<file path="src/rtl/vram_arbiter_if.sv">
// Purpose : groups the drawing-engine write port and the single-port RAM port
//           used by vram_arbiter.
// Latency : none (signal bundle only).
// Backpressure: wr_ack is the only flow control; the requester holds
//           wr_addr/wr_data while wr_req is high and no ack has been given.
// Ports   : wr_req/wr_addr/wr_data -> arbiter, wr_ack/wr_err <- arbiter,
//           mem_addr/mem_we/mem_wdata -> RAM, mem_rdata <- RAM.
interface vram_arbiter_if;
  logic        wr_req;
  logic [14:0] wr_addr;
  logic [7:0]  wr_data;
  logic        wr_ack;
  logic        wr_err;
  logic [14:0] mem_addr;
  logic        mem_we;
  logic [7:0]  mem_wdata;
  logic [7:0]  mem_rdata;

  // Environment side: drawing engine plus the RAM model.
  modport master (
    output wr_req, wr_addr, wr_data, mem_rdata,
    input  wr_ack, wr_err, mem_addr, mem_we, mem_wdata
  );

  // Arbiter side.
  modport slave (
    input  wr_req, wr_addr, wr_data, mem_rdata,
    output wr_ack, wr_err, mem_addr, mem_we, mem_wdata
  );
endinterface

</file>
<file path="src/rtl/vram_arbiter.sv">
// Purpose : shares one single-port framebuffer RAM between the VGA scan-out
//           (one fetch per 4 screen pixels) and a drawing engine write port.
// Latency : RAM address/we/wdata and wr_ack are combinational in the slot
//           cycle; (h,v) to pix_out/pix_valid is 2 dclk.
// Backpressure: display fetches always win; a write request landing on a
//           display slot simply gets no ack and is served in the next write
//           slot. Out-of-range writes are acked, dropped and flag wr_err.
// Ports   : dclk, clr (async, active-high), vid_active/h/v from the timing
//           generator, bus (vram_arbiter_if.slave), pix_out/pix_valid to VGA.
module vram_arbiter #(
  parameter int FB_W       = 160,
  parameter int FB_H       = 120,
  parameter int SCALE_LOG2 = 2
) (
  input  logic           dclk,
  input  logic           clr,
  input  logic           vid_active,
  input  logic [9:0]     h,
  input  logic [9:0]     v,
  vram_arbiter_if.slave  bus,
  output logic [7:0]     pix_out,
  output logic           pix_valid
);

  localparam int FB_SIZE = FB_W * FB_H;

  typedef enum logic [1:0] {
    IDLE  = 2'd0,
    DISP  = 2'd1,
    WRITE = 2'd2,
    DROP  = 2'd3
  } state_t;

  // state is the decision for the current cycle (outputs are combinational
  // in the slot cycle); state_q remembers last cycle's decision so the
  // pixel register knows when mem_rdata carries a display fetch.
  state_t      state;
  state_t      state_q;

  // en_q goes high on the first dclk edge after clr falls, so release of
  // reset takes effect on a clock edge rather than mid-cycle.
  logic        en_q;

  logic [14:0] addr_q;
  logic [7:0]  wdata_q;
  logic        err_q;
  logic [7:0]  pix_q;
  logic        va1_q;
  logic        va2_q;

  logic [14:0] row;
  logic [14:0] col;
  logic [14:0] disp_addr;
  logic        disp_slot;
  logic        in_range;

  logic [14:0] mem_addr_c;
  logic        mem_we_c;
  logic [7:0]  mem_wdata_c;
  logic        wr_ack_c;

  // ---------------------------------------------------------------------
  // Display address: framebuffer row/column of the screen pixel.
  // ---------------------------------------------------------------------
  assign row = 15'(v >> SCALE_LOG2);
  assign col = 15'(h >> SCALE_LOG2);

  generate
    if (FB_W == 160) begin : g_mul160
      // row*160 as row*128 + row*32; max 119*160+159 = 19199 fits 15 bits.
      assign disp_addr = (row << 7) + (row << 5) + col;
    end else begin : g_mul_generic
      assign disp_addr = 15'(row * FB_W) + col;
    end
  endgenerate

  // One display slot per group of 2**SCALE_LOG2 active pixels.
  assign disp_slot = vid_active && (h[SCALE_LOG2-1:0] == '0);
  assign in_range  = 32'(bus.wr_addr) < FB_SIZE;

  // ---------------------------------------------------------------------
  // FSM: state register
  // ---------------------------------------------------------------------
  always_ff @(posedge dclk or posedge clr) begin
    if (clr) begin
      en_q    <= 1'b0;
      state_q <= IDLE;
    end else begin
      en_q    <= 1'b1;
      state_q <= state;
    end
  end

  // ---------------------------------------------------------------------
  // FSM: per-cycle decision and RAM/ack outputs
  // ---------------------------------------------------------------------
  always_comb begin
    state       = IDLE;
    mem_addr_c  = addr_q;
    mem_we_c    = 1'b0;
    mem_wdata_c = wdata_q;
    wr_ack_c    = 1'b0;

    // No request is looked at until reset release has reached a clock edge;
    // a write caught by clr is therefore re-arbitrated from scratch.
    if (en_q) begin
      if (disp_slot) begin
        state = DISP;
      end else if (bus.wr_req) begin
        state = in_range ? WRITE : DROP;
      end
    end

    case (state)
      DISP: begin
        mem_addr_c = disp_addr;
      end
      WRITE: begin
        mem_addr_c  = bus.wr_addr;
        mem_wdata_c = bus.wr_data;
        mem_we_c    = 1'b1;
        wr_ack_c    = 1'b1;
      end
      DROP: begin
        wr_ack_c = 1'b1;
      end
      default: begin
      end
    endcase
  end

  assign bus.mem_addr  = mem_addr_c;
  assign bus.mem_we    = mem_we_c;
  assign bus.mem_wdata = mem_wdata_c;
  assign bus.wr_ack    = wr_ack_c;
  // Raised in the dropping cycle itself, then held by err_q until clr.
  assign bus.wr_err    = err_q | (state == DROP);

  // ---------------------------------------------------------------------
  // Held RAM outputs, sticky error, pixel pipeline
  // ---------------------------------------------------------------------
  always_ff @(posedge dclk or posedge clr) begin
    if (clr) begin
      addr_q  <= '0;
      wdata_q <= '0;
      err_q   <= 1'b0;
      pix_q   <= '0;
      va1_q   <= 1'b0;
      va2_q   <= 1'b0;
    end else begin
      addr_q  <= mem_addr_c;
      wdata_q <= mem_wdata_c;
      if (state == DROP) begin
        err_q <= 1'b1;
      end
      // mem_rdata now answers the address issued in last cycle's DISP slot.
      if (state_q == DISP) begin
        pix_q <= bus.mem_rdata;
      end
      // Gated with en_q so pix_valid stays low for two cycles after release.
      va1_q <= vid_active & en_q;
      va2_q <= va1_q;
    end
  end

  assign pix_valid = va2_q;
  assign pix_out   = va2_q ? pix_q : 8'h00;

endmodule

</file>
<file path="src/flat_wrapper.sv">
// flat-port wrapper written by rule: the top's interface ports become plain ports
module vram_arbiter_flat 
#(
  parameter int FB_W       = 160,
  parameter int FB_H       = 120,
  parameter int SCALE_LOG2 = 2
)
  (dclk, clr, vid_active, h, v, pix_out, pix_valid, bus_wr_req, bus_wr_addr, bus_wr_data, bus_mem_rdata, bus_wr_ack, bus_wr_err, bus_mem_addr, bus_mem_we, bus_mem_wdata);
  vram_arbiter_if bus_i ();
  input  logic dclk;
  input  logic clr;
  input  logic vid_active;
  input  logic [9:0] h;
  input  logic [9:0] v;
  output logic [7:0] pix_out;
  output logic pix_valid;
  input wire logic [$bits(bus_i.wr_req)-1:0] bus_wr_req;
  input wire logic [$bits(bus_i.wr_addr)-1:0] bus_wr_addr;
  input wire logic [$bits(bus_i.wr_data)-1:0] bus_wr_data;
  input wire logic [$bits(bus_i.mem_rdata)-1:0] bus_mem_rdata;
  output wire logic [$bits(bus_i.wr_ack)-1:0] bus_wr_ack;
  output wire logic [$bits(bus_i.wr_err)-1:0] bus_wr_err;
  output wire logic [$bits(bus_i.mem_addr)-1:0] bus_mem_addr;
  output wire logic [$bits(bus_i.mem_we)-1:0] bus_mem_we;
  output wire logic [$bits(bus_i.mem_wdata)-1:0] bus_mem_wdata;
  assign bus_i.wr_req = bus_wr_req;
  assign bus_i.wr_addr = bus_wr_addr;
  assign bus_i.wr_data = bus_wr_data;
  assign bus_i.mem_rdata = bus_mem_rdata;
  assign bus_wr_ack = bus_i.wr_ack;
  assign bus_wr_err = bus_i.wr_err;
  assign bus_mem_addr = bus_i.mem_addr;
  assign bus_mem_we = bus_i.mem_we;
  assign bus_mem_wdata = bus_i.mem_wdata;
  vram_arbiter #(.FB_W(FB_W), .FB_H(FB_H), .SCALE_LOG2(SCALE_LOG2)) u_core (.dclk(dclk), .clr(clr), .vid_active(vid_active), .h(h), .v(v), .bus(bus_i), .pix_out(pix_out), .pix_valid(pix_valid));
endmodule
</file>
<file path="config.mk">
export PLATFORM = sky130hd
export DESIGN_NAME = vram_arbiter_flat
export DESIGN_NICKNAME = d
export VERILOG_FILES = /design/src/rtl/vram_arbiter_if.sv /design/src/rtl/vram_arbiter.sv /design/src/flat_wrapper.sv
export SDC_FILE = /design/constraint.sdc
export NUM_CORES = 1
export LEC_CHECK = 0
export BUFFER_PORTS_ARGS = -buffer_cell sky130_fd_sc_hd__buf_2
export CAP_MARGIN = 20
export CORE_MARGIN = 5
export CORE_UTILIZATION = 47
export CTS_CLUSTER_SIZE = 20
export DETAILED_ROUTE_END_ITERATION = 10
export GPL_TIMING_DRIVEN = 0
export PLACE_DENSITY = 0.79
export SETUP_SLACK_MARGIN = 0.4
export SYNTH_ARGS = -nofsm -noshare
export SYNTH_HDL_FRONTEND = slang
export SYNTH_SLANG_ARGS = --single-unit
export TNS_END_PERCENT = 100
</file>
<file path="constraint.sdc">
create_clock -name dclk -period 5.6 [get_ports dclk]
set_input_delay 1.68 -clock dclk [delete_from_list [all_inputs] [get_ports dclk]]
set_output_delay 1.68 -clock dclk [all_outputs]
set_load 0.03 [all_outputs]
</file>
==> summary.md, run 1 <==
| Metric | Value |
|---|---|
| Min-delay worst type | `reg2reg` |
| Diode count | `0` |
| Worst EP required | `3920 ps` |
| Aggregate routed wire length | `5.65 mm` |
| Commonest register cell after synthesis | `dfrtp_1` |
| CP endpoint kind | `primary output` |
| Synth warnings | `0` |
| Die area | `5850 um2` |
| Switching Power | `321 uW` |
| Ports | `90` |
| Area grow syn2layout | `59.4%` |
| 1st-iter DRT viols | `51` |
| Total chip power | `942 uW` |
| Sw frac | `0.341` |
| Vias per cell | `5.23` |
| Syn avg cell area | `10.2 um2` |
| Pint | `621 uW` |
| Post-DRT Antenna Nets | `0` |
| Setup crit start kind | `input pin` |
| Final critical-path required period | `5450 ps` |
| Layout cells sized above 1 | `0.572` |
| Worst Tran Pin Value | `755 ps` |
| CP arrival | `3770 ps` |
| Syn Inst Count | `203` |
| Initial antenna violation count | `0` |
| Final cell count without fillers | `365` |
| Cell Area, Synth | `2080 um2` |
| DRC viols | `0` |
| Vias in the first global route | `1,949` |
| Critical-path maximum fanout | `3` |
| # port buffers | `87` |
| F_max | `0.183 GHz` |
| Final count of negative-setup-slack endpoints | `0` |
| DP Area | `2710 um2` |
| Setup CP Type | `in2out` |
| Root Buffer | `clkbuf_8` |
| Synth top area cells | `dfrtp_1, ha_1, mux2_2` |
| Final hold vios | `0` |
| Slew Limit Headroom | `0.496` |
| Post-synth top area cell | `dfrtp_1` |
| Most numerous cell in the Yosys netlist | `dfrtp_1` |
| Sequential share of power | `0.348` |
| Seq cells post-synth | `37` |
| Clk_lat worst skew | `290 ps` |
| P_leak | `1.61 nW` |
| Num CTS Buffers | `5` |
| Core ar. | `4320 um2` |
| Synthesized net count | `278` |
| 1st-pass router iterations | `4` |
| Final critical-path share of the clock period | `0.974` |
| Reg2reg path depth | `9` |
| Initial core utilization | `0.481` |
| Largest net degree at the start of global routing | `21` |
| Power share of the combinational group | `0.397` |
| Worst setup margin | `148 ps` |
| Max_cap viols | `0` |
| Pwr Density | `284 nW/um2` |
| DP HPWL | `3.83 mm` |
| Post-synth top cells | `dfrtp_1, ha_1, nand2_1, mux2_2, o21ai_0` |
| Post-synth EDFFs | `0` |
| TritonCTS clock tree | `yes` |
| Peak VDD IR | `0.000116 V` |
| Final Skew | `3.55 ps` |
| Final core occ | `0.766` |
| Register area share after synthesis | `0.446` |
| Final Cell Area | `3310 um2` |
| Nets | `387` |
| Placed Instances | `343` |
| Gr usage total | `0.187` |
| Synth top area share | `0.446` |
| H-tree depth | `2` |
| Status | `complete, no violations` |
| Grt total ovfl | `0` |
| Die Ht | `76.5 um` |
| Routed len/inst | `15.5 um` |
| Clock Power Share | `0.255` |
| Synth async-reset ratio | `1.00` |
| Longest Clk Path Bufs | `2` |
| Worst-path clk slew | `70 ps` |
| DIE WIDTH | `76.5 um` |
| Unrepaired setup endpoints after global routing | `yes` |
| Hold Path Depth | `0` |
| First-pass GRT wire length | `9.04 mm` |
| Max Slew Vio Count | `0` |
| Number of cell rows | `24` |
| Synth unique cells | `35` |
| Gp weighted congestion | `0.775` |
| Pre-CTS WS | `-126 ps` |
| Vias post-DR | `1,910` |
| Sink Count | `37` |
==> cell families (layout without fill, tap and decap cells) <==
family / Yosys count / in the layout / share of synthesized area
multiplexers: 16 / 16 / 0.0867
AND/OR/NAND/NOR: 56 / 56 / 0.142
adder cells (fa/ha/maj): 20 / 20 / 0.128
buffers and inverters: 23 / 133 / 0.0415
flip-flops: 37 / 37 / 0.446
other: 1 / 1 / 0.00180
AO/OA/AOI/OAI: 48 / 48 / 0.146
XOR/XNOR: 2 / 2 / 0.00843
==> flip-flops by register name (all words and copies together), names as in the netlist <==
name              flops
u_core.en_q           1
u_core.pix_valid      1
u_core.pix_q          8
u_core.err_q          1
u_core.wdata_q        8
u_core.state_q        2
u_core.va1_q          1
u_core.addr_q        15
==> per-layer routing <==
metal	part of all wire	wire length, um	global-route usage	up-vias
met1	0.40	2270	0.218	897
met3	0.064	363	0.0437	14
li1	-	-	-	926
met2	0.51	2890	0.334	73
met4	0.023	128	0.0647	0
met5	0	0	0	-
==> critical path, stage by stage <==
cell,delay [ps]
buf_8,90
clkinv_8,40
fa_2,590
fa_2,210
nor2b_1,50
o21a_1,200
o2111a_1,260
or3_1,400
nand3_2,110
buf_6,130
==> worst paths after layout <==
kind,startpoint,endpoint,slack (ps)
min in group asynchronous,clr,u_core.addr_q[1],1520
max reg2reg,u_core.en_q,u_core.addr_q[12],3780
min,u_core.va1_q,u_core.pix_valid,360
max,v[4],bus_mem_addr[14],150
max in group asynchronous,clr,u_core.pix_q[5],3520
min reg2reg,u_core.va1_q,u_core.pix_valid,360
==> power groups by stage <==
stage / Clock, mW / Sequential, mW / Combinational (mW)
2_1_floorplan: 0 / 0.329 / 0.213
3_3_place_gp: 0 / 0.330 / 0.291
3_5_place_dp: 0 / 0.333 / 0.296
4_1_cts: 0.245 / 0.328 / 0.344
5_1_grt: 0.253 / 0.333 / 0.403
6_report: 0.240 / 0.328 / 0.374
==> timing repair <==
action | in CTS | in global routing
gates cloned | 0 | 1
hold endpoints to repair | 0 | 0
endpoints found under the setup margin | 24 | 23
setup buffers | 7 | 6
pin swaps | 15 | 16
resized for setup | 55 | 42
hold buffers | 0 | 0
==> cells in the final DEF, fill, tap and decap left out, types with 3 or more instances in the layout <==
cell,netlist,layout
a21o_1,3,3
a21oi_1,12,7
a21oi_2,0,3
a22oi_2,0,6
and2_1,11,11
buf_2,0,69
buf_4,0,16
buf_6,0,16
buf_8,0,3
clkbuf_8,0,9
dfrtp_1,37,37
ha_1,18,13
ha_4,0,5
inv_1,14,9
inv_2,0,4
mux2_2,16,16
nand2_1,17,17
nand3_1,5,3
nand3b_1,3,3
nor2_1,6,6
nor2b_1,3,3
o21ai_0,15,5
o21ai_2,0,7
o21ai_4,0,3
or2_2,3,3
==> metrics by stage <==
stage / hold WS [ps] / setup TNS, ps
2_1_floorplan: 331 / 0
3_3_place_gp: 332 / -1080
3_5_place_dp: 340 / -1350
4_1_cts: 356 / 0
5_1_grt: 369 / 0
6_report: 356 / 0
==> cell type report <==
| cell class | instances | area, um2 |
|---|---|---|
| well taps | 52 | 65.1 |
| plain buffers | 9 | 111 |
| clock buffers | 7 | 86.3 |
| clock inverters | 1 | 30.0 |
| repair buffers | 102 | 684 |
| flip-flops and latches | 37 | 926 |
| multi-input cells | 143 | 1350 |
| inverters | 14 | 65.1 |
| fillers | 297 | 1010 |
Note: power is estimated with default switching activity, not from simulation.
==> run 2: changes to the inputs <==
Settings changed: RECOVER_POWER from default to 25.
==> run 2 against run 1 <==
Effect of this change: cell area is essentially flat; via count is essentially flat; hold slack is essentially flat; first-iteration DRC count is the same; register-to-register slack is essentially flat; die area is the same; critical path depth is the same; fmax is the same; wire length is the same; clock skew is essentially flat; clock power is essentially flat; non-clock buffer count is the same; critical endpoint unchanged.
==> summary.md, run 2 (synthesized netlist as in run 1, its figures left out) <==
| Metric | Value |
|---|---|
| Final count of negative-setup-slack endpoints | `0 (unchanged)` |
| Worst-path clk slew | `70 ps (about the same)` |
| Post-DRT Antenna Nets | `0 (unchanged)` |
| Core ar. | `4320 um2 (unchanged)` |
| Largest net degree at the start of global routing | `21 (unchanged)` |
| Final hold vios | `0 (unchanged)` |
| Unrepaired setup endpoints after global routing | `yes` |
| Most common cell after layout, fill and taps aside | `buf_2` |
| DIE WIDTH | `76.5 um (unchanged)` |
| Aggregate routed wire length | `5.65 mm (unchanged)` |
| Root Buffer | `clkbuf_8` |
| Number of cell rows | `24 (unchanged)` |
| Worst EP required | `3920 ps (about the same)` |
| P_leak | `1.60 nW (-0.17%)` |
| Worst setup margin | `148 ps (unchanged)` |
| Vias post-DR | `1,909 (-0.052%)` |
| Vias in the first global route | `1,949 (unchanged)` |
| Final Skew | `3.57 ps (+0.0211 ps)` |
| Setup crit start kind | `input pin` |
| First-pass GRT wire length | `9.04 mm (unchanged)` |
| CP arrival | `3770 ps (about the same)` |
| Largest Register | `u_core.addr_q` |
| DP Area | `2710 um2 (unchanged)` |
| Layout cells sized above 1 | `0.569 (-0.00319)` |
| Total chip power | `942 uW (about the same)` |
| Pwr Density | `284 nW/um2 (about the same)` |
| Die area | `5850 um2 (unchanged)` |
| DP HPWL | `3.83 mm (unchanged)` |
| # port buffers | `87 (unchanged)` |
| 1st-pass router iterations | `4 (unchanged)` |
| Gp weighted congestion | `0.775 (unchanged)` |
| Largest register FFs | `15 (unchanged)` |
| Pre-CTS WS | `-126 ps (unchanged)` |
| Initial antenna violation count | `0 (unchanged)` |
| Die Ht | `76.5 um (unchanged)` |
| Min-delay worst type | `reg2reg` |
| Peak VDD IR | `0.000116 V (about the same)` |
| Routed len/inst | `15.5 um (unchanged)` |
| DRC viols | `0 (unchanged)` |
| CP endpoint kind | `primary output` |
| Biggest regs | `u_core.addr_q: 15 flops, u_core.pix_q: 8 flops, u_core.wdata_q: 8 flops` |
| CTS Hold Bufs | `0 (unchanged)` |
| Clk_lat worst skew | `290 ps (about the same)` |
| Vias per cell | `5.23 (about the same)` |
| Final core occ | `0.766 (about the same)` |
| H-tree depth | `2 (unchanged)` |
| Diode count | `0 (unchanged)` |
| Grt total ovfl | `0 (unchanged)` |
| Max Slew Vio Count | `0 (unchanged)` |
| Area grow syn2layout | `59.4% (about the same)` |
| Setup CP Type | `in2out` |
| Max_cap viols | `0 (unchanged)` |
| Gr usage total | `0.187 (unchanged)` |
| Final Cell Area | `3310 um2 (about the same)` |
| Longest Clk Path Bufs | `2 (unchanged)` |
| Sink Count | `37 (unchanged)` |
| Final critical-path required period | `5450 ps (unchanged)` |
| Slew Limit Headroom | `0.496 (unchanged)` |
| Nets | `387 (unchanged)` |
| Final critical-path share of the clock period | `0.974 (unchanged)` |
| TritonCTS clock tree | `yes` |
| Most frequent cells in the layout | `buf_2, dfrtp_1, nand2_1` |
| Status | `complete, no violations` |
| F_max | `0.183 GHz (unchanged)` |
| Ports | `90 (unchanged)` |
| 1st-iter DRT viols | `51 (unchanged)` |
| Initial core utilization | `0.481 (unchanged)` |
| Critical-path maximum fanout | `3 (unchanged)` |
| Post-Route Setup TNS | `0 ps (unchanged)` |
| Num CTS Buffers | `5 (unchanged)` |
| Worst Tran Pin Value | `755 ps (unchanged)` |
## run 2: path summary, 6_finish.rpt
path                              start           endpoint  slack, ps  depth (start not counted)
max reg2reg                 u_core.en_q  u_core.addr_q[12]       3780                          9
max in group asynchronous           clr    u_core.pix_q[5]       3520                          3
min                        u_core.va1_q   u_core.pix_valid        360                          0
max                                v[4]   bus_mem_addr[14]        150                         10
min in group asynchronous           clr   u_core.addr_q[1]       1520                          2
min reg2reg                u_core.va1_q   u_core.pix_valid        360                          0
## run 2: area by class of cell
| cell class | count | area, um2 |
|---|---|---|
| Fill cell | 298 | 1010 |
| Multi-Input combinational cell | 143 | 1350 |
| Inverter | 14 | 65.1 |
| Clock inverter | 1 | 30.0 |
| Timing Repair Buffer | 102 | 683 |
| Sequential cell | 37 | 926 |
| Clock buffer | 7 | 86.3 |
| Tap cell | 52 | 65.1 |
| Buffer | 9 | 111 |
## run 2: metal layers
metal  vias to the layer above  GRT usage  routed length [um]
li1                        927          -                   -
met1                       897      0.218                2270
met2                        71      0.334                2890
met3                        14     0.0437                 361
met4                         0     0.0647                 128
met5                         -          0                   0
## run 2: what timing repair did
item / in CTS / in global routing
resized for setup: 55 / 42
setup buffers: 7 / 6
hold endpoints to repair: 0 / 0
setup endpoints to repair: 24 / 23
pin swaps: 15 / 16
cloned: 0 / 1
## run 2: worst max-delay path: stages
cell,delay [ps]
buf_8,90
clkinv_8,40
fa_2,590
fa_2,210
nor2b_1,50
o21a_1,200
o2111a_1,260
or3_1,400
nand3_2,110
buf_6,130
## run 2: power by group
| part | switching [mW] | total [mW] | internal [mW] |
|---|---|---|---|
| logic | 0.211 | 0.374 | 0.163 |
| clock network | 0.0947 | 0.240 | 0.145 |
| registers | 0.0150 | 0.328 | 0.313 |
## run 2: through the flow
step | std cells | hold slack, ps
4_1_cts | 358 | 356
6_report | 365 | 356
5_1_grt | 365 | 369
3_5_place_dp | 343 | 340
3_3_place_gp | 342 | 332
2_1_floorplan | 203 | 331
==> run 3: changes to the inputs <==
Settings changed: CORE_UTILIZATION 47 to 50, PLACE_DENSITY 0.79 to 0.84.
Clock period 5.6 ns to 6.8 ns, I/O delays scaled along.
==> run 3 against run 2 <==
Effect of this change: register-to-register slack gained 1100 ps; cell area fell by 16%; combinational power decreased by 37%; highest routed layer unchanged; hold slack worse by 6.9 ps; flip-flop and latch count did not move.
==> summary.md, run 3 (synthesized netlist as in run 1, its figures left out) <==
| Metric | Value |
|---|---|
| Max Slew Vio Count | `0 (unchanged)` |
| Clock Power Share | `0.274 (+0.019)` |
| H-tree depth | `2 (unchanged)` |
| # port buffers | `87 (unchanged)` |
| Initial antenna violation count | `0 (unchanged)` |
| Hold Path Depth | `0 (unchanged)` |
| Die Ht | `74.5 um (-2.6%)` |
| Sink Count | `37 (unchanged)` |
| Most frequent cells in the layout | `buf_2, dfrtp_1, nand2_1, ha_1, mux2_2` |
| Worst-path clk slew | `70 ps (about the same)` |
| Peak VDD IR | `0.000208 V (+79%)` |
| TritonCTS clock tree | `yes` |
| Min-delay worst type | `reg2reg` |
| Setup CP Type | `in2out` |
| Ports | `90 (unchanged)` |
| Vias in the first global route | `1,811 (-7.1%)` |
| Switching Power | `231 uW (-28%)` |
| Layout cells sized above 1 | `0.430 (-0.139)` |
| Area grow syn2layout | `33.3%` |
| Final count of negative-setup-slack endpoints | `0 (unchanged)` |
| 1st-pass router iterations | `4 (unchanged)` |
| Core ar. | `4030 um2 (-6.8%)` |
| P_leak | `1.45 nW (-9.6%)` |
| First-pass GRT wire length | `7.95 mm (-12%)` |
| Setup crit start kind | `input pin` |
| Initial core utilization | `0.516 (+0.0352)` |
| CP arrival | `4270 ps (+500 ps)` |
| Gp weighted congestion | `0.807 (+4.1%)` |
| CP max stage delay | `520 ps (-70 ps)` |
| CP Cell Sequence | `buf_2 > inv_1 > fa_1 > fa_2 > nor2b_1 > o21a_1 > o21ai_0 > a2111oi_0 > nand3b_1 > buf_4` |
| Number of cell rows | `23 (-4.2%)` |
| Num CTS Buffers | `5 (unchanged)` |
| Slew Limit Headroom | `0.461 (-0.0346)` |
| Pint | `468 uW (-25%)` |
| Routed len/inst | `14.4 um (-7.1%)` |
| Largest net degree at the start of global routing | `21 (unchanged)` |
| Largest register FFs | `15 (unchanged)` |
| Clk_lat worst skew | `280 ps (about the same)` |
| Biggest regs | `u_core.addr_q: 15 flops, u_core.pix_q: 8 flops, u_core.wdata_q: 8 flops` |
| Final critical-path required period | `6310 ps` |
| DP HPWL | `3.98 mm (+4.0%)` |
| Most common cell after layout, fill and taps aside | `buf_2` |
| CP endpoint kind | `primary output` |
| Sw frac | `0.331 (-0.00996)` |
| Worst Tran Pin Value | `807 ps (+51.8 ps)` |
| Final hold vios | `0 (unchanged)` |
| DIE WIDTH | `74.5 um (-2.6%)` |
| CTS Hold Bufs | `0 (unchanged)` |
| Post-DRT Antenna Nets | `0 (unchanged)` |
| Pwr Density | `252 nW/um2 (-11%)` |
| Power share of the combinational group | `0.339 (-0.058)` |
| Reg2reg path depth | `9 (unchanged)` |
| 1st-iter DRT viols | `87 (+71%)` |
| DRC viols | `0 (unchanged)` |
| Post-Route Setup TNS | `0 ps (unchanged)` |
| Nets | `374 (-3.4%)` |
| Storage cell area | `926 um2 (unchanged)` |
| Sequential share of power | `0.387 (+0.039)` |
| Longest Clk Path Bufs | `2 (unchanged)` |
| F_max | `0.159 GHz` |
| Final Cell Area | `2770 um2 (-16%)` |
| Largest Register | `u_core.addr_q` |
| Vias per cell | `5.23 (about the same)` |
| Die area | `5550 um2 (-5.2%)` |
| Gr usage total | `0.187 (-0.000603)` |
| Diode count | `0 (unchanged)` |
| Status | `complete, no violations` |
| Critical-path maximum fanout | `4 (+1)` |
| Final Skew | `4.87 ps (+1.30 ps)` |
| Unrepaired setup endpoints after global routing | `yes` |
| Root Buffer | `clkbuf_8` |
| Final critical-path share of the clock period | `0.927` |
| Slowest-stage cell, CP | `fa_1` |
| Multi-input gate area | `1090 um2 (-19%)` |
| Fillers | `317 (+6.4%)` |
| Vias post-DR | `1,830 (-4.1%)` |
| Aggregate routed wire length | `5.03 mm (-11%)` |
| DP Area | `2600 um2 (-3.8%)` |
| Worst EP required | `4760 ps (+840 ps)` |
| Grt total ovfl | `0 (unchanged)` |
| Max_cap viols | `0 (unchanged)` |
## run 3: cell types whose count changed in the layout (fill, tap and decap cells not counted), sizes merged
cell	change
buf	-14
inv	+1
clkinv	-1
clkbuf	+1
## run 3: through the flow
step	hold WS [ps]	total power [mW]	worst slack (ps)	instances	utilization
floorplan	331	0.434	455	203	-
global placement	342	0.496	371	340	0.639
detailed placement	335	0.506	356	341	0.646
CTS	351	0.701	327	349	0.678
global route	359	0.741	343	350	0.688
finish	349	0.699	493	350	0.688
## run 3: area by class of cell
cell class                      instances  area share
Clock buffer                            7      0.0312
Timing Repair Buffer                   89       0.172
Multi-Input combinational cell        143       0.394
Buffer                                  9      0.0167
Tap cell                               50      0.0226
Clock inverter                          1      0.0108
Inverter                               14      0.0190
Sequential cell                        37       0.334
## run 3: what timing repair did
item                                    in CTS  in global routing
resized for setup                            5                 21
hold endpoints to repair                     0                  0
buffers inserted                             0                  1
pin swaps                                    0                  2
endpoints found under the setup margin      20                 23
## run 3: worst max-delay path, delay by kind of cell
family	cells	cell delay, ps
buffers and inverters	3	280
adder cells (fa/ha/maj)	2	940
AO/OA/AOI/OAI	3	670
AND/OR/NAND/NOR	2	310
## run 3: metal layers
layer  vias to the layer above  track usage  part of all wire
met1                       850        0.238              0.41
met4                         0       0.0316            0.0038
met5                         -            0                 0
met2                        72        0.335              0.52
li1                        904            -                 -
met3                         4       0.0351             0.074
## run 3: final timing paths
path,start,end,slack [ps]
setup / recovery,h[9],bus_mem_addr[12],490
hold / removal,u_core.va1_q,u_core.pix_valid,350
setup reg to reg,u_core.en_q,u_core.addr_q[12],4910
hold reg to reg,u_core.va1_q,u_core.pix_valid,350
max in group asynchronous,clr,u_core.addr_q[11],4340
min in group asynchronous,clr,u_core.pix_q[6],1910
## run 3: power groups by stage
stage	registers, mW	logic (mW)	clock network, mW
finish	0.270	0.237	0.192
detailed placement	0.275	0.231	0
global route	0.274	0.261	0.206
CTS	0.271	0.234	0.196
floorplan	0.271	0.162	0
global placement	0.272	0.223	0
